==> src/rtl/mc_controller.sv <==
// Multicycle MIPS-subset control unit: one FSM steps each instruction through
// fetch, decode and a class-specific execute/writeback sequence.
module mc_controller (
  input  logic       clk,
  input  logic       rst,
  input  logic [5:0] opc,
  input  logic [5:0] func,
  input  logic       zero,
  output logic       PCLoad,
  output logic       IorD,
  output logic       MemRead,
  output logic       MemWrite,
  output logic       IRWrite,
  output logic       RegDst,
  output logic       JalSig1,
  output logic       MemToReg,
  output logic       JalSig2,
  output logic       RegWrite,
  output logic       ALUSrcA,
  output logic [1:0] ALUSrcB,
  output logic [2:0] ALUOperation,
  output logic [1:0] PCSrc
);

  localparam logic [2:0] ALU_ADD = 3'b010;
  localparam logic [2:0] ALU_SUB = 3'b110;
  localparam logic [2:0] ALU_AND = 3'b000;
  localparam logic [2:0] ALU_OR  = 3'b001;
  localparam logic [2:0] ALU_SLT = 3'b111;

  typedef enum logic [3:0] {
    FETCH, DECODE, MEMADR, MEMRD, MEMWB, MEMWR, REXE,
    RWB, IEXE, IWB, BR, JMP, JAL, JR
  } state_t;

  state_t state, state_next;

  always_ff @(posedge clk) begin
    if (rst) state <= FETCH;
    else     state <= state_next;
  end

  always_comb begin
    state_next   = FETCH;
    PCLoad       = 1'b0;
    IorD         = 1'b0;
    MemRead      = 1'b0;
    MemWrite     = 1'b0;
    IRWrite      = 1'b0;
    RegDst       = 1'b0;
    JalSig1      = 1'b0;
    MemToReg     = 1'b0;
    JalSig2      = 1'b0;
    RegWrite     = 1'b0;
    ALUSrcA      = 1'b0;
    ALUSrcB      = 2'd0;
    ALUOperation = 3'b000;
    PCSrc        = 2'd0;
    case (state)
      FETCH: begin
        MemRead      = 1'b1;
        IRWrite      = 1'b1;
        ALUSrcB      = 2'd1;
        ALUOperation = ALU_ADD;
        PCLoad       = 1'b1;
        state_next   = DECODE;
      end
      DECODE: begin
        // branch target is computed here so BR can take it from ALUOut
        ALUSrcB      = 2'd3;
        ALUOperation = ALU_ADD;
        case (opc)
          6'b000000: begin
            case (func)
              6'b001000: state_next = JR;
              6'b100000, 6'b100010, 6'b100100,
              6'b100101, 6'b101010: state_next = REXE;
              default: state_next = FETCH;
            endcase
          end
          6'b100011, 6'b101011: state_next = MEMADR;
          6'b001000, 6'b001010: state_next = IEXE;
          6'b000100, 6'b000101: state_next = BR;
          6'b000010: state_next = JMP;
          6'b000011: state_next = JAL;
          default:   state_next = FETCH;
        endcase
      end
      MEMADR: begin
        ALUSrcA      = 1'b1;
        ALUSrcB      = 2'd2;
        ALUOperation = ALU_ADD;
        state_next   = (opc == 6'b100011) ? MEMRD : MEMWR;
      end
      MEMRD: begin
        MemRead    = 1'b1;
        IorD       = 1'b1;
        state_next = MEMWB;
      end
      MEMWB: begin
        RegWrite = 1'b1;
        MemToReg = 1'b1;
      end
      MEMWR: begin
        MemWrite = 1'b1;
        IorD     = 1'b1;
      end
      REXE: begin
        ALUSrcA    = 1'b1;
        state_next = RWB;
        case (func)
          6'b100000: ALUOperation = ALU_ADD;
          6'b100010: ALUOperation = ALU_SUB;
          6'b100100: ALUOperation = ALU_AND;
          6'b100101: ALUOperation = ALU_OR;
          6'b101010: ALUOperation = ALU_SLT;
          default:   ALUOperation = 3'b000;
        endcase
      end
      RWB: begin
        RegWrite = 1'b1;
        RegDst   = 1'b1;
      end
      IEXE: begin
        ALUSrcA      = 1'b1;
        ALUSrcB      = 2'd2;
        ALUOperation = (opc == 6'b001010) ? ALU_SLT : ALU_ADD;
        state_next   = IWB;
      end
      IWB: RegWrite = 1'b1;
      BR: begin
        ALUSrcA      = 1'b1;
        ALUOperation = ALU_SUB;
        PCSrc        = 2'd2;
        PCLoad       = (opc == 6'b000100) ? zero : ~zero;
      end
      JMP: begin
        PCSrc  = 2'd1;
        PCLoad = 1'b1;
      end
      JAL: begin
        JalSig1  = 1'b1;
        JalSig2  = 1'b1;
        RegWrite = 1'b1;
        PCSrc    = 2'd1;
        PCLoad   = 1'b1;
      end
      JR: begin
        PCSrc  = 2'd3;
        PCLoad = 1'b1;
      end
      default: state_next = FETCH;
    endcase
    // reset masks every control so nothing is written while it is held
    if (rst) begin
      PCLoad       = 1'b0;
      IorD         = 1'b0;
      MemRead      = 1'b0;
      MemWrite     = 1'b0;
      IRWrite      = 1'b0;
      RegDst       = 1'b0;
      JalSig1      = 1'b0;
      MemToReg     = 1'b0;
      JalSig2      = 1'b0;
      RegWrite     = 1'b0;
      ALUSrcA      = 1'b0;
      ALUSrcB      = 2'd0;
      ALUOperation = 3'b000;
      PCSrc        = 2'd0;
    end
  end

endmodule

==> config.mk <==
export PLATFORM = sky130hd
export DESIGN_NAME = mc_controller
export DESIGN_NICKNAME = d
export VERILOG_FILES = /design/src/rtl/mc_controller.sv
export SDC_FILE = /design/constraint.sdc
export NUM_CORES = 1
export LEC_CHECK = 0
export CORE_MARGIN = 2
export CORE_UTILIZATION = 40
export CTS_BUF_LIST = sky130_fd_sc_hd__clkbuf_2
export CTS_CLUSTER_SIZE = 16
export DETAILED_ROUTE_END_ITERATION = 8
export HOLD_SLACK_MARGIN = 0.08
export PLACE_DENSITY = 0.76
export SLEW_MARGIN = 20
export SYNTH_ARGS = -nofsm -noshare
export SYNTH_HDL_FRONTEND = slang
export SYNTH_SLANG_ARGS = --single-unit
==> constraint.sdc <==
create_clock -name clk -period 1.35 [get_ports clk]
set_input_delay 0.135 -clock clk [delete_from_list [all_inputs] [get_ports clk]]
set_output_delay 0.135 -clock clk [all_outputs]
set_load 0.005 [all_outputs]
==> summary.txt, run 1 <==
compound-gate portion of the synthesized area - 0.277
pin count of the biggest net entering global routing - 11
post-detailed-placement half-perimeter wirelength - 2370 um
XOR/XNOR Fraction of Synth Area - 0.0218
post-synthesis sequential area ratio - 0.0995
htree depth - 1
Post-CTS Hold Buffers - 0
status - stopped before the end
placed cells - 207
clock sinks - 4
top post-synthesis cells by area - dfxtp_1 10%, nor2_1 7.9%, a21oi_1 6.2%
mux cell area share after synthesis - 0.0140
Tool Error - [ERROR DPL-0038] Utilization greater than 100%, impossible to legalize
die width - 48.8 um
type of pin the worst path ends at - output port
die height - 48.8 um
#FFs+latches synth - 4
Initial Util - 0.419
Failed at - 5_1_grt
syn_area_per_cell - 6.54 um2
Post-Syn Nets - 138
Cell Area, Placed - 1390 um2
Post-Syn Instances - 123
largest family of logic cells by synthesized area - simple AND/OR/NAND/NOR gates
post-synthesis simple-gate area fraction - 0.496
Synth cell types - 45
area share of fa/ha/maj cells after synthesis - 0
Yosys top cell by area - dfxtp_1
number of synthesized flops with an enable pin - 0
Cell Rows - 16
CTS buffer count - 3
Bufs on Longest Clock Path - 2
io pins - 33
number of warnings issued by yosys - 0
post-synth top area share - 0.0995
IO Port Bufs - 32
Top FF cell, synth - dfxtp_1
Post-Syn Area - 805 um2
GR repair worst EP - ALUOperation[2]
clock root cell - clkbuf_2
ys async rst share - 0
routability cong. - 0.898
-- repair_timing --
item	CTS
buffers inserted	25
gates cloned	0
pin swaps	29
gates resized for setup	174
endpoints found under the setup margin	22
-- Yosys cell counts (2+ instances only) --
cell type,n
a2111oi_0,2
a31oi_1,2
buf_4,2
nand2_1,13
o21ai_0,5
buf_2,2
nand3_1,3
nand2b_1,7
a21oi_1,10
clkbuf_1,8
dfxtp_1,4
nor2b_1,3
nor4_1,4
nor2_1,17
a211oi_1,2
nor4b_1,2
nor4_2,2
nor3_1,5
o41ai_1,3
inv_1,2
-- kinds of logic after synthesis --
family                    count (synthesis)
AOI/OAI and AO/OA                        32
xor gates and xnor gates                  2
buffers and inverters                    15
DFF                                       4
muxes                                     1
and+or+nand+nor                          69
-- through the flow --
step	setup WS (ns)	utilization	hold WS (ns)
detailed placement	-0.804	0.721	0.712
floorplan	-0.0151	-	0.237
CTS	-0.272	0.926	0.465
global placement	-0.780	0.721	0.700
==> run 2, diff against run 1 <==
==> config.mk (replaced) <==
export PLATFORM = sky130hd
export DESIGN_NAME = mc_controller
export DESIGN_NICKNAME = d
export VERILOG_FILES = /design/src/rtl/mc_controller.sv
export SDC_FILE = /design/constraint.sdc
export NUM_CORES = 1
export LEC_CHECK = 0
export CORE_AREA = 2 2 63 65
export DETAILED_ROUTE_END_ITERATION = 8
export DIE_AREA = 0 0 65 67
export PLACE_DENSITY_LB_ADDON = 0.15
export SLEW_MARGIN = 20
export SYNTH_ARGS = -nofsm -noshare
export SYNTH_HDL_FRONTEND = slang
export SYNTH_SLANG_ARGS = --single-unit
==> constraint.sdc (replaced) <==
create_clock -name clk -period 1.8 [get_ports clk]
set_input_delay 0.18 -clock clk [delete_from_list [all_inputs] [get_ports clk]]
set_output_delay 0.18 -clock clk [all_outputs]
set_load 0.005 [all_outputs]
==> summary.txt, run 2 <==
post-synthesis sequential area ratio - 0.0995
Routed WL - 3020 um
Post-CTS Hold Buffers - 0
CP delay by family, top - buffers and inverters
CP max FO - 9
most frequent cells in the layout - 37 x buf_4, 14 x nor2_1, 14 x dlygate4sd2_1
number of warnings issued by yosys - 0
clock slew at reported path FFs - 0.03 ns
first-pass GRT wire length - 5050 um
Via Count - 1178
worst hold path type - input pin to register
slowest CP cell - dfxtp_4
routability cong. - 0.813
die width - 65 um
Final Total Pwr - 0.513 mW
CTS tree - done
crit path cell chain - buf_6, nand2b_4, mux2_2, nor3b_1, dlygate4sd2_1
Pwr Density - 313 nW/um2
Worst Max-Slew Pin Slew - 0.363 ns
initial drt markers - 38
Core ar. - 3610 um2
Post-Syn Area - 805 um2
Non-Filler Cell Area, Final - 1640 um2
Synth cell types - 45
Final nets - 204
peak supply drop - 0.000161 V
CTS buffer count - 3
pin count of the biggest net entering global routing - 11
WP data arrival - 1.56 ns
DRC Markers - 0
Biggest register - state
max cap viols - 0
Critical Path Sink Type - output pin
number of synthesized flops with an enable pin - 0
fraction of layout cells with a size suffix above 1 - 0.428
Crit Path Class - register to output pin
Max Freq - 574 MHz
ys async rst share - 0
WP buf/inv - 2
fin crit period - 1.74 ns
syn_area_per_cell - 6.54 um2
Synth top cells by count - 17 x nor2_1, 13 x nand2_1, 10 x a21oi_1
setup ws final - 0.0573 ns
htree depth - 1
Pre-Repair DR Iteration Count - 4
Setup crit start kind - register
fin crit share - 0.968
count leader, synth - nor2_1
Tot GR Track Use - 0.149
worst stage delay on the critical path - 0.35 ns
Post-Syn Instances - 123
top flop regs - state (4)
critical path data required time - 1.62 ns
IO Port Bufs - 32
Slew HR - 0.752
GRT overflow - 0
Cell Rows - 22
#FFs+latches synth - 4
Final Hold Fails - 0
Cell Area, Placed - 1400 um2
initial antenna violation count - 0
io pins - 33
top post-synthesis cells by area - dfxtp_1 10%, nor2_1 7.9%, a21oi_1 6.2%
Area Overhead vs Synth - 103%
placed cells - 228
diode count - 0
Initial Util - 0.223
Post-Syn Nets - 138
Bufs on Longest Clock Path - 2
clock root cell - clkbuf_8
Routed WL per cell - 12.9 um
die height - 67 um
Vias/cell - 5.01
Worst Skew - 0.00348 ns
worst skew pair latency - 0.22 ns
post-detailed-placement half-perimeter wirelength - 2310 um
status - completed
die area - 4360 um2
Pins Over Slew Limit - 0
max FFs per register - 4
Yosys top cell by area - dfxtp_1
Top FF cell, synth - dfxtp_1
remaining antenna violation count - 0
Post-Place Worst Slack - -0.486 ns
# setup viols final - 0
Finished Layout Cells - 235
utilization after layout - 0.454
P_leak - 0.770 nW
clock sinks - 4
post-synth top area share - 0.0995
vias in the first global route - 1155
commonest non-fill, non-tap cell in the layout - buf_4
[run 2: final timing paths]
path | startpoint | to | slack, ns | depth (start not counted)
hold / removal | opc[2] | state[2] | 0.39 | 3
setup reg to reg | state[0] | state[1] | 0.30 | 5
setup / recovery | state[1] | PCSrc[1] | 0.06 | 5
hold reg to reg | state[2] | state[3] | 0.65 | 2
[run 2: stage by stage]
step | setup TNS [ns] | hold WS [ns]
finish | 0 | 0.392
global route | -0.00739 | 0.406
CTS | -0.0810 | 0.593
detailed placement | -3.05 | 0.653
global placement | -2.93 | 0.649
floorplan | 0 | 0.282
[run 2: logic make-up (layout without fill, tap and decap cells)]
logic type / count (synthesis) / count (layout) / synth area share
AOI/OAI and AO/OA: 32 / 32 / 0.277
xor gates and xnor gates: 2 / 2 / 0.0218
buffers and inverters: 15 / 79 / 0.0918
DFF: 4 / 4 / 0.0995
and+or+nand+nor: 69 / 69 / 0.496
muxes: 1 / 1 / 0.0140
[run 2: timing repair]
action | CTS | global route
resized for setup | 49 | 21
setup endpoints to repair | 18 | 10
pin swaps | 8 | 7
setup buffers | 2 | 2
[run 2: layout make-up]
| class | instances | area (um2) |
|---|---|---|
| fill | 383 | 1970 |
| tap | 48 | 60.1 |
| timing repair buffer | 74 | 653 |
| multi-input combinational | 104 | 785 |
| sequential | 4 | 88.8 |
| inverter | 2 | 7.51 |
| clock buffer | 3 | 41.3 |
[run 2: worst min-delay path, stage by stage]
cell and delay (ns):
dlymetal6s2s_1 0.15, buf_6 0.16, o41ai_2 0.07
[run 2: per-layer routing]
layer | vias to the layer above | wire, um | global-route usage
met3 | 10 | 102 | 0.0152
met5 | - | 0 | 0
met2 | 32 | 1520 | 0.250
li1 | 584 | - | -
met4 | 0 | 59 | 0.0638
met1 | 552 | 1340 | 0.192
[run 2: report_power, final]
part | switching [mW] | internal (mW) | total [mW]
registers | 0.00425 | 0.0896 | 0.0939
clock network | 0.0506 | 0.143 | 0.194
logic | 0.104 | 0.121 | 0.225
total | 0.159 | 0.354 | 0.513
Power figures use the tool's default switching activity.
